`src/rtl/seq_mult5.sv`:
```
// Sequential 5x5 unsigned shift-and-add multiplier; captures operands on start,
// one partial-product add per clock, 10-bit product with a one-cycle done pulse.
module seq_mult5 (
  input  logic       clk,
  input  logic       reset,
  input  logic       start,
  input  logic [4:0] in_a,
  input  logic [4:0] in_b,
  output logic [9:0] out_p,
  output logic       busy,
  output logic       done
);

  localparam logic [1:0] IDLE = 2'd0;
  localparam logic [1:0] RUN  = 2'd1;
  localparam logic [1:0] DONE = 2'd2;

  logic [1:0]  state;
  logic [4:0]  a;
  logic [10:0] p;
  logic [2:0]  cnt;
  logic [5:0]  sum6;

  // Accumulator plus carry fits in 6 bits: at most 31 + 31 = 62.
  assign sum6 = p[10:5] + (p[0] ? {1'b0, a} : 6'b0);

  assign busy = (state == RUN);
  assign done = (state == DONE);

  always_ff @(posedge clk or posedge reset) begin
    if (reset) begin
      state <= IDLE;
      a     <= 5'd0;
      p     <= 11'd0;
      cnt   <= 3'd0;
      out_p <= 10'd0;
    end else begin
      case (state)
        IDLE: begin
          if (start) begin
            a     <= in_a;
            p     <= {6'b0, in_b};
            cnt   <= 3'd0;
            state <= RUN;
          end
        end
        RUN: begin
          p   <= {1'b0, sum6, p[4:1]};
          cnt <= cnt + 3'd1;
          if (cnt == 3'd4) begin
            state <= DONE;
            out_p <= {sum6, p[4:1]};
          end
        end
        DONE: state <= IDLE;
        default: state <= IDLE;
      endcase
    end
  end

endmodule

```
`config.mk`:
```
export PLATFORM = sky130hd
export DESIGN_NAME = seq_mult5
export DESIGN_NICKNAME = d
export VERILOG_FILES = /design/src/rtl/seq_mult5.sv
export SDC_FILE = /design/constraint.sdc
export NUM_CORES = 1
export LEC_CHECK = 0
export BUFFER_PORTS_ARGS = -buffer_cell sky130_fd_sc_hd__buf_2
export CAP_MARGIN = 10
export CELL_PAD_IN_SITES_DETAIL_PLACEMENT = 2
export CELL_PAD_IN_SITES_GLOBAL_PLACEMENT = 2
export CORE_MARGIN = 4
export CORE_UTILIZATION = 39
export CTS_BUF_LIST = sky130_fd_sc_hd__clkbuf_8
export DETAILED_ROUTE_END_ITERATION = 16
export PLACE_DENSITY_LB_ADDON = 0.3
export SLEW_MARGIN = 0
export SYNTH_ARGS = -nofsm -noshare
export SYNTH_HDL_FRONTEND = slang
export SYNTH_SLANG_ARGS = --single-unit
```
`constraint.sdc`:
```
create_clock -name clk -period 4.9 [get_ports clk]
set_input_delay 0.98 -clock clk [delete_from_list [all_inputs] [get_ports clk]]
set_output_delay 0.98 -clock clk [all_outputs]
set_load 0.005 [all_outputs]
```
# Word level (Yosys, flattened, before mapping)
# Cells that the tools add are included.
# Widths: inputs -> output; s select.
[word_totals] rom_bits=0 wordCells=26 out_inout_bits=12 latchBits=0 mem_count=0 input_bits=13 regBits=31 ram_bits=0
[op_classes] n_reduce_logical=6 order_cmp=0 n_bitwise=0 div_mod_pow=0 n_mux=8 n_eq_ne=5 n_addsub=2 shifts=0 n_mul=0
[op_table] cell="$pmux 11 s2" count=1
[op_table] cell="$mux 11" count=1
[op_table] cell="$reduce_and 2->1" count=4
[op_table] cell="$add 6x5->6" count=1
[op_table] cell="$pmux 3 s2" count=1
[op_table] cell="$mux 5" count=1
[op_table] cell="$mux 2" count=2
[op_table] cell="$pmux 2 s2" count=1
[op_table] cell="$add 3x1->3 const B" count=1
[op_table] cell="$eq 3x3->1 const B" count=1
[op_table] cell="$mux 3" count=1
[op_table] cell="$eq 2x1->1 const B" count=1
[op_table] cell="$eq 2x2->1 const B" count=1
[op_table] cell="$logic_not 2->1" count=1
[op_table] cell="$ne 2x1->1 const B" count=1
[op_table] cell="$ne 2x2->1 const B" count=1
[op_table] cell="$reduce_bool 2->1" count=1

# Depth between registers and ports, before layout
# Gate-level depths: netlist (run 1).
[depth] ltp_word=3 mapped_depth=8 mapped_depth_nobuf=8

# Least setup slack after synthesis (run 1)
# Ideal clock, no wire load.
[synth_timing] path_kind="input port to flip-flop" start="in start" end="reg p[6]" t_arrival_ps=1718 setup_time_ps=124 required_ps=4776 path_slack_ps=3058 n_path_buf=2 path_stages=5 path_cell_list="or3b_1 > buf_2 > buf_6 > nand3_1 > o21ai_1"
[synth_between] elab_chain_cells=2
[synth_rtl] item="start: declaration" line_no="6" source="input logic start,"
[synth_rtl] item="$ne 2x2->1 (no line)"
[synth_rtl] item="$reduce_and 2->1 (no line)"
[synth_rtl] item="end signal: assignment" line_no="42" source="p <= {6'b0, in_b};"
[synth_rtl] item="end signal: assignment" line_no="48" source="p <= {1'b0, sum6, p[4:1]};"
[synth_rtl] item="end: declaration" line_no="20" source="logic [10:0] p;"
# Every way passes these cells.
# A chain may end at the register's enable or synchronous reset.

# Final worst setup path (run 1)
[layout_timing] start="reg state[1]" end="out busy"
[layout_between] elab_chain_cells=1
[layout_rtl] item="start: declaration" line_no="18" source="logic [1:0] state;"
[layout_rtl] item="start signal: assignment" line_no="32" source="state <= IDLE;"
[layout_rtl] item="start signal: assignment" line_no="44" source="state <= RUN;"
[layout_rtl] item="start signal: assignment" line_no="51" source="state <= DONE;"
[layout_rtl] item="$eq 2x1->1" line_no="27" source="assign busy = (state == RUN);"
[layout_rtl] item="end: declaration" line_no="10" source="output logic busy,"
# Every way passes these cells.

==> results of run 1 <==
## worst paths after layout
| kind | startpoint | end | slack (ps) | cells past startpoint |
|---|---|---|---|---|
| min in group asynchronous | reset | p[5] | 770 | 3 |
| max reg2reg | p[0] | p[8] | 2820 | 8 |
| max in group asynchronous | reset | cnt[0] | 3850 | 3 |
| min reg2reg | a[2] | a[2] | 470 | 2 |
| min | a[2] | a[2] | 470 | 2 |
| max | state[1] | busy | 2330 | 3 |
## through the flow
stage	instance area, um2	utilization [%]	worst slack (ps)
floorplan	1450	-	3060
global placement	1590	46.0	2690
detailed placement	1590	46.0	2610
CTS	1680	48.3	2300
global route	1680	48.3	2210
finish	1680	48.3	2330
## cells in the final DEF, fill, tap and decap left out, types with 2 or more instances in the layout
| cell | n |
|---|---|
| o21ai_2 | 4 |
| o21ai_1 | 4 |
| buf_2 | 24 |
| and2_1 | 4 |
| ha_1 | 7 |
| clkbuf_8 | 6 |
| dfrtp_1 | 30 |
| o22ai_1 | 5 |
| mux2_4 | 5 |
| nand3_1 | 6 |
| xor2_1 | 3 |
| o21ai_0 | 3 |
| a21oi_1 | 3 |
| inv_1 | 7 |
| nand2_1 | 27 |
| nor2_1 | 13 |
| nand2b_1 | 2 |
## layer usage
layer  global-route usage [%]  vias to the layer above  share of wire [%]
met2                     28.9                       18                 53
met5                        0                        -                  0
met4                     5.21                        0                1.5
li1                         -                      510                  -
met1                     19.6                      530                 42
met3                     5.38                        7                3.8
## cell families after synthesis
logic type	Yosys count	synth area share [%]
XOR/XNOR	4	2.41
multiplexers	5	5.17
AO/OA/AOI/OAI	22	9.56
AND/OR/NAND/NOR	57	18.2
adder cells (fa/ha/maj)	8	7.41
flip-flops	30	51.7
buffers and inverters	13	5.60
## final cells by class
| cell class | count | area share [%] |
|---|---|---|
| flip-flops and latches | 30 | 44.8 |
| multi-input cells | 96 | 37.0 |
| clock buffers | 6 | 4.93 |
| well taps | 46 | 3.43 |
| repair buffers | 25 | 7.61 |
| inverters | 8 | 2.24 |
## worst reg2reg max path: stages, from the launching register on
cell and delay [ps]:
dfrtp_1 420, and2_1 180, ha_1 200, inv_1 70
fa_1 410, nand2b_1 180, a21oi_1 170, xnor2_1 170
o21ai_0 110
## state kept, by name (all words and copies together) (netlist names)
| name | cells |
|---|---|
| a | 5 |
| out_p | 10 |
| state | 2 |
| p | 10 |
| cnt | 3 |
## power by group through the flow
stage / logic, uW / registers, uW / clock network, uW
floorplan: 385 / 431 / 0
global placement: 477 / 438 / 0
global route: 583 / 465 / 220
finish: 508 / 448 / 197
CTS: 522 / 452 / 202
detailed placement: 521 / 454 / 0
==> qor.txt, run 1 <==
Placed Cells = 205
pin count of the biggest net entering global routing = 31
Die Span Y = 69.0 um
cell count after synthesis = 139
CP Max Fanout = 19
post-synth top area cell = dfrtp_1
Synth Register Bits = 30
H-Tree Level Count = 2
register area = 751 um2
CP peak stage delay = 560 ps
Worst Hold Class = reg2reg
delay-heaviest family, CP = simple AND/OR/NAND/NOR gates
Setup Viol. Count Final = 0
GRT Residual Overflow = 0
critical path's slowest cell = nand2b_1
Post-synth EDFFs = 0
Tot Pwr = 1150 uW
setup_tns = 0 ps
final worst clock skew = 3.20 ps
net switching power = 461 uW
Buf+Inv Stages, Crit Path = 2
die footprint = 4770 um2
Clock power frac = 17.1%
f_max = 389 MHz
dominant synthesized flop cell = dfrtp_1
n_diodes = 0
number of max-cap violations = 0
CTS root buf = clkbuf_8
fin. max-slew vios = 0
final hold vios = 0
WL final = 3.50 mm
status = complete, no violations
share of cells above drive strength 1 = 26.1%
fillcell total = 375
Synth area leaders = dfrtp_1 (52%), nand2_1 (7.0%), ha_1 (6.0%)
CTS tree = yes
Crit Path Category = reg2out
Worst setup SP type = flop
drc violations = 0
clk_lat worst skew = 280 ps
core area = 3470 um2
Post-Synthesis Cell Area = 1450 um2
maximum clock path buffer count = 2
synth unique cells = 28
total track usage = 16.7%
Row Count = 21
Final Cycle Share = 52.5%
Finished Layout Cells = 211
Iteration-0 DRC Markers = 28
chip width = 69.0 um
most frequent cells after synthesis = dfrtp_1 (30), nand2_1 (27), nor2_1 (13), ha_1 (7), inv_1 (7)
Pwr per Cell Area = 688 nW/um2
area of the multi-input gates = 621 um2
vias in the first global route = 1271
DRT Pass-1 Iters = 4
routed via count = 1065
cell chain of the critical path = nand2b_1, inv_8, buf_2
detailed placement HPWL = 2.64 mm
Arrival @ worst endpoint = 1590 ps
DRT antenna net count = 0
fraction of registers with async set/reset = 100%
worst vdd ir = 0.258 mV
logic gate share of total power = 44.0%
Internal Pwr Total = 692 uW
clock-pin transition on the worst setup and hold timing paths = 60 ps
headroom to the max-slew limit = 41.2%
RSZ-0062 raised after global routing = no
Top-Level Pins = 25
CTS buffer count = 5
Hold Slack = 472 ps
cell with the most instances after synthesis = dfrtp_1
# hold bufs at CTS = 0
sequential share of power = 38.9%
post-synth top area share = 51.7%
Ys Warns = 0
CTS resizes = 0
Final GP Congestion = 0.665
global-route wire length before repair = 6.32 mm
CTS sink count = 30
PortBufs = 24
CP required = 3920 ps
fin nets = 187
initial core utilization = 41.9%
initial antenna violation count = 0
minimum clock period = 2570 ps
worst slew pin tran = 882 ps
drt via density = 5.05
mean area per synthesized cell = 10.5 um2
Synth Net Count = 160
setup bufs post-CTS = 0
Leakage = 0.000853 uW
Net Sw Frac = 40.0%
Routed WL per cell = 16.6 um
Layout Area Growth over Synthesis = 15.4%
Seq/Total Area, Yosys = 51.7%
Setup crit end kind = output pin
Note: power is estimated with default switching activity, not from simulation.
==> run 2: changes to the inputs <==
--- a/config.mk
+++ b/config.mk
@@ -10,7 +10,7 @@
 export CELL_PAD_IN_SITES_DETAIL_PLACEMENT = 2
 export CELL_PAD_IN_SITES_GLOBAL_PLACEMENT = 2
 export CORE_MARGIN = 4
-export CORE_UTILIZATION = 39
+export CORE_UTILIZATION = 33
 export CTS_BUF_LIST = sky130_fd_sc_hd__clkbuf_8
 export DETAILED_ROUTE_END_ITERATION = 16
 export PLACE_DENSITY_LB_ADDON = 0.3
==> constraint.sdc (replaced) <==
create_clock -name clk -period 2.1 [get_ports clk]
set_input_delay 0.42 -clock clk [delete_from_list [all_inputs] [get_ports clk]]
set_output_delay 0.42 -clock clk [all_outputs]
set_load 0.005 [all_outputs]
==> qor.txt, run 2 (synthesis results as in run 1) <==
# hold bufs at CTS = 0
DP Area = 1610 um2
f_max = 530 MHz
RR Startpoint = p[0]
fin area = 1710 um2
DRT Pass-1 Iters = 3
Critical R2R Capture = p[8]
H-Tree Level Count = 2
routed via count = 1069
Iteration-0 DRC Markers = 26
Hold Slack = 212 ps
Clock power frac = 17.4%
total track usage = 15.6%
CTS sink count = 30
Finished Layout Cells = 219
Top Registers = out_p x10, p x10, a x5
Setup crit end kind = flop
headroom to the max-slew limit = 53.3%
logic gate share of total power = 44.8%
R2R depth = 8
most frequent cells in the layout = dfrtp_1 (30), nand2_1 (27), buf_2 (24), nor2_1 (13), inv_1 (8)
global-route wire length before repair = 6.26 mm
minimum clock period = 1890 ps
final hold vios = 0
WL final = 3.73 mm
maximum clock path buffer count = 2
worst slew pin tran = 700 ps
Setup Viol. Count Final = 0
Final Cycle Share = 89.8%
vias in the first global route = 1244
DRT antenna net count = 0
net switching power = 1120 uW
core area = 4120 um2
Routed WL per cell = 17.0 um
register area = 751 um2
CTS resizes = 0
number of max-cap violations = 0
worst vdd ir = 0.608 mV
CTS tree = yes
FF-to-FF setup slack = 210 ps
RSZ-0062 raised after global routing = no
Pwr per Cell Area = 1610 nW/um2
Row Count = 23
sequential share of power = 37.8%
Leakage = 0.000873 uW
clock-pin transition on the worst setup and hold timing paths = 70 ps
setup_tns = 0 ps
setup bufs post-CTS = 0
Placed Cells = 211
share of cells above drive strength 1 = 27.2%
Net Sw Frac = 40.5%
n_diodes = 0
chip width = 74.3 um
PortBufs = 24
drc violations = 0
Crit Path Category = reg2reg
pin count of the biggest net entering global routing = 31
GRT Residual Overflow = 0
drt via density = 4.88
CP required = 2240 ps
Arrival @ worst endpoint = 2030 ps
final worst clock skew = 9.73 ps
Internal Pwr Total = 1640 uW
status = complete, no violations
fillcell total = 469
CTS root buf = clkbuf_8
clk_lat worst skew = 280 ps
Worst setup SP type = flop
fin. max-slew vios = 0
initial core utilization = 35.3%
CP Max Fanout = 6
fin nets = 189
area of the multi-input gates = 621 um2
Worst Hold Class = in2async
Final GP Congestion = 0.810
Top-Level Pins = 25
initial antenna violation count = 0
die footprint = 5530 um2
CTS buffer count = 5
Layout Area Growth over Synthesis = 17.4%
commonest non-fill, non-tap cell in the layout = dfrtp_1
detailed placement HPWL = 2.68 mm
Die Span Y = 74.3 um
[run 2: cell count changes in the layout (fill, tap and decap cells not counted)]
| cell | delta |
|---|---|
| buf_4 | +2 |
| clkinv_2 | +1 |
| inv_1 | +1 |
[run 2: critical path, stage by stage (launching register included)]
cell	delay, ps
dfrtp_1	420
and2_1	160
ha_1	160
inv_1	60
fa_1	390
nand2b_1	160
a21oi_1	150
xnor2_1	150
o21ai_0	110
[run 2: worst max path at each step]
stage               from       end  cells past startpoint
floorplan           p[0]  out_p[8]                      8
global placement    p[0]  out_p[8]                      8
detailed placement  p[0]      p[8]                      8
CTS                 p[0]      p[8]                      8
global route        p[0]  out_p[8]                      8
finish              p[0]      p[8]                      8
[run 2: per-layer routing]
layer / up-vias / GRT usage [%] / part of all wire, %
li1: 513 / - / -
met1: 532 / 17.4 / 43
met2: 18 / 28.2 / 52
met3: 6 / 4.86 / 3.6
met4: 0 / 5.34 / 1.6
met5: - / 0 / 0
[run 2: stage by stage]
| stage | total power (uW) | worst slack (ps) | utilization, % |
|---|---|---|---|
| floorplan | 1910 | 409 | - |
| global placement | 2180 | 331 | 39.2 |
| detailed placement | 2300 | 236 | 39.2 |
| CTS | 2810 | 189 | 41.4 |
| global route | 3010 | 35.9 | 41.4 |
| finish | 2750 | 214 | 41.4 |
[run 2: power groups by stage]
stage / Sequential [uW] / Combinational (uW) / Clock, uW
after floorplan: 1010 / 899 / 0
after global placement: 1020 / 1160 / 0
after detailed placement: 1060 / 1240 / 0
after CTS: 1050 / 1270 / 494
after global routing: 1090 / 1400 / 527
final: 1040 / 1230 / 478
[run 2: area by class of cell]
cell class / count / area share [%]
multi-input cells: 96 / 36.4
clock buffers: 6 / 4.84
clock inverters: 2 / 0.514
well taps: 50 / 3.67
repair buffers: 27 / 8.36
inverters: 8 / 2.20
flip-flops and latches: 30 / 44.0
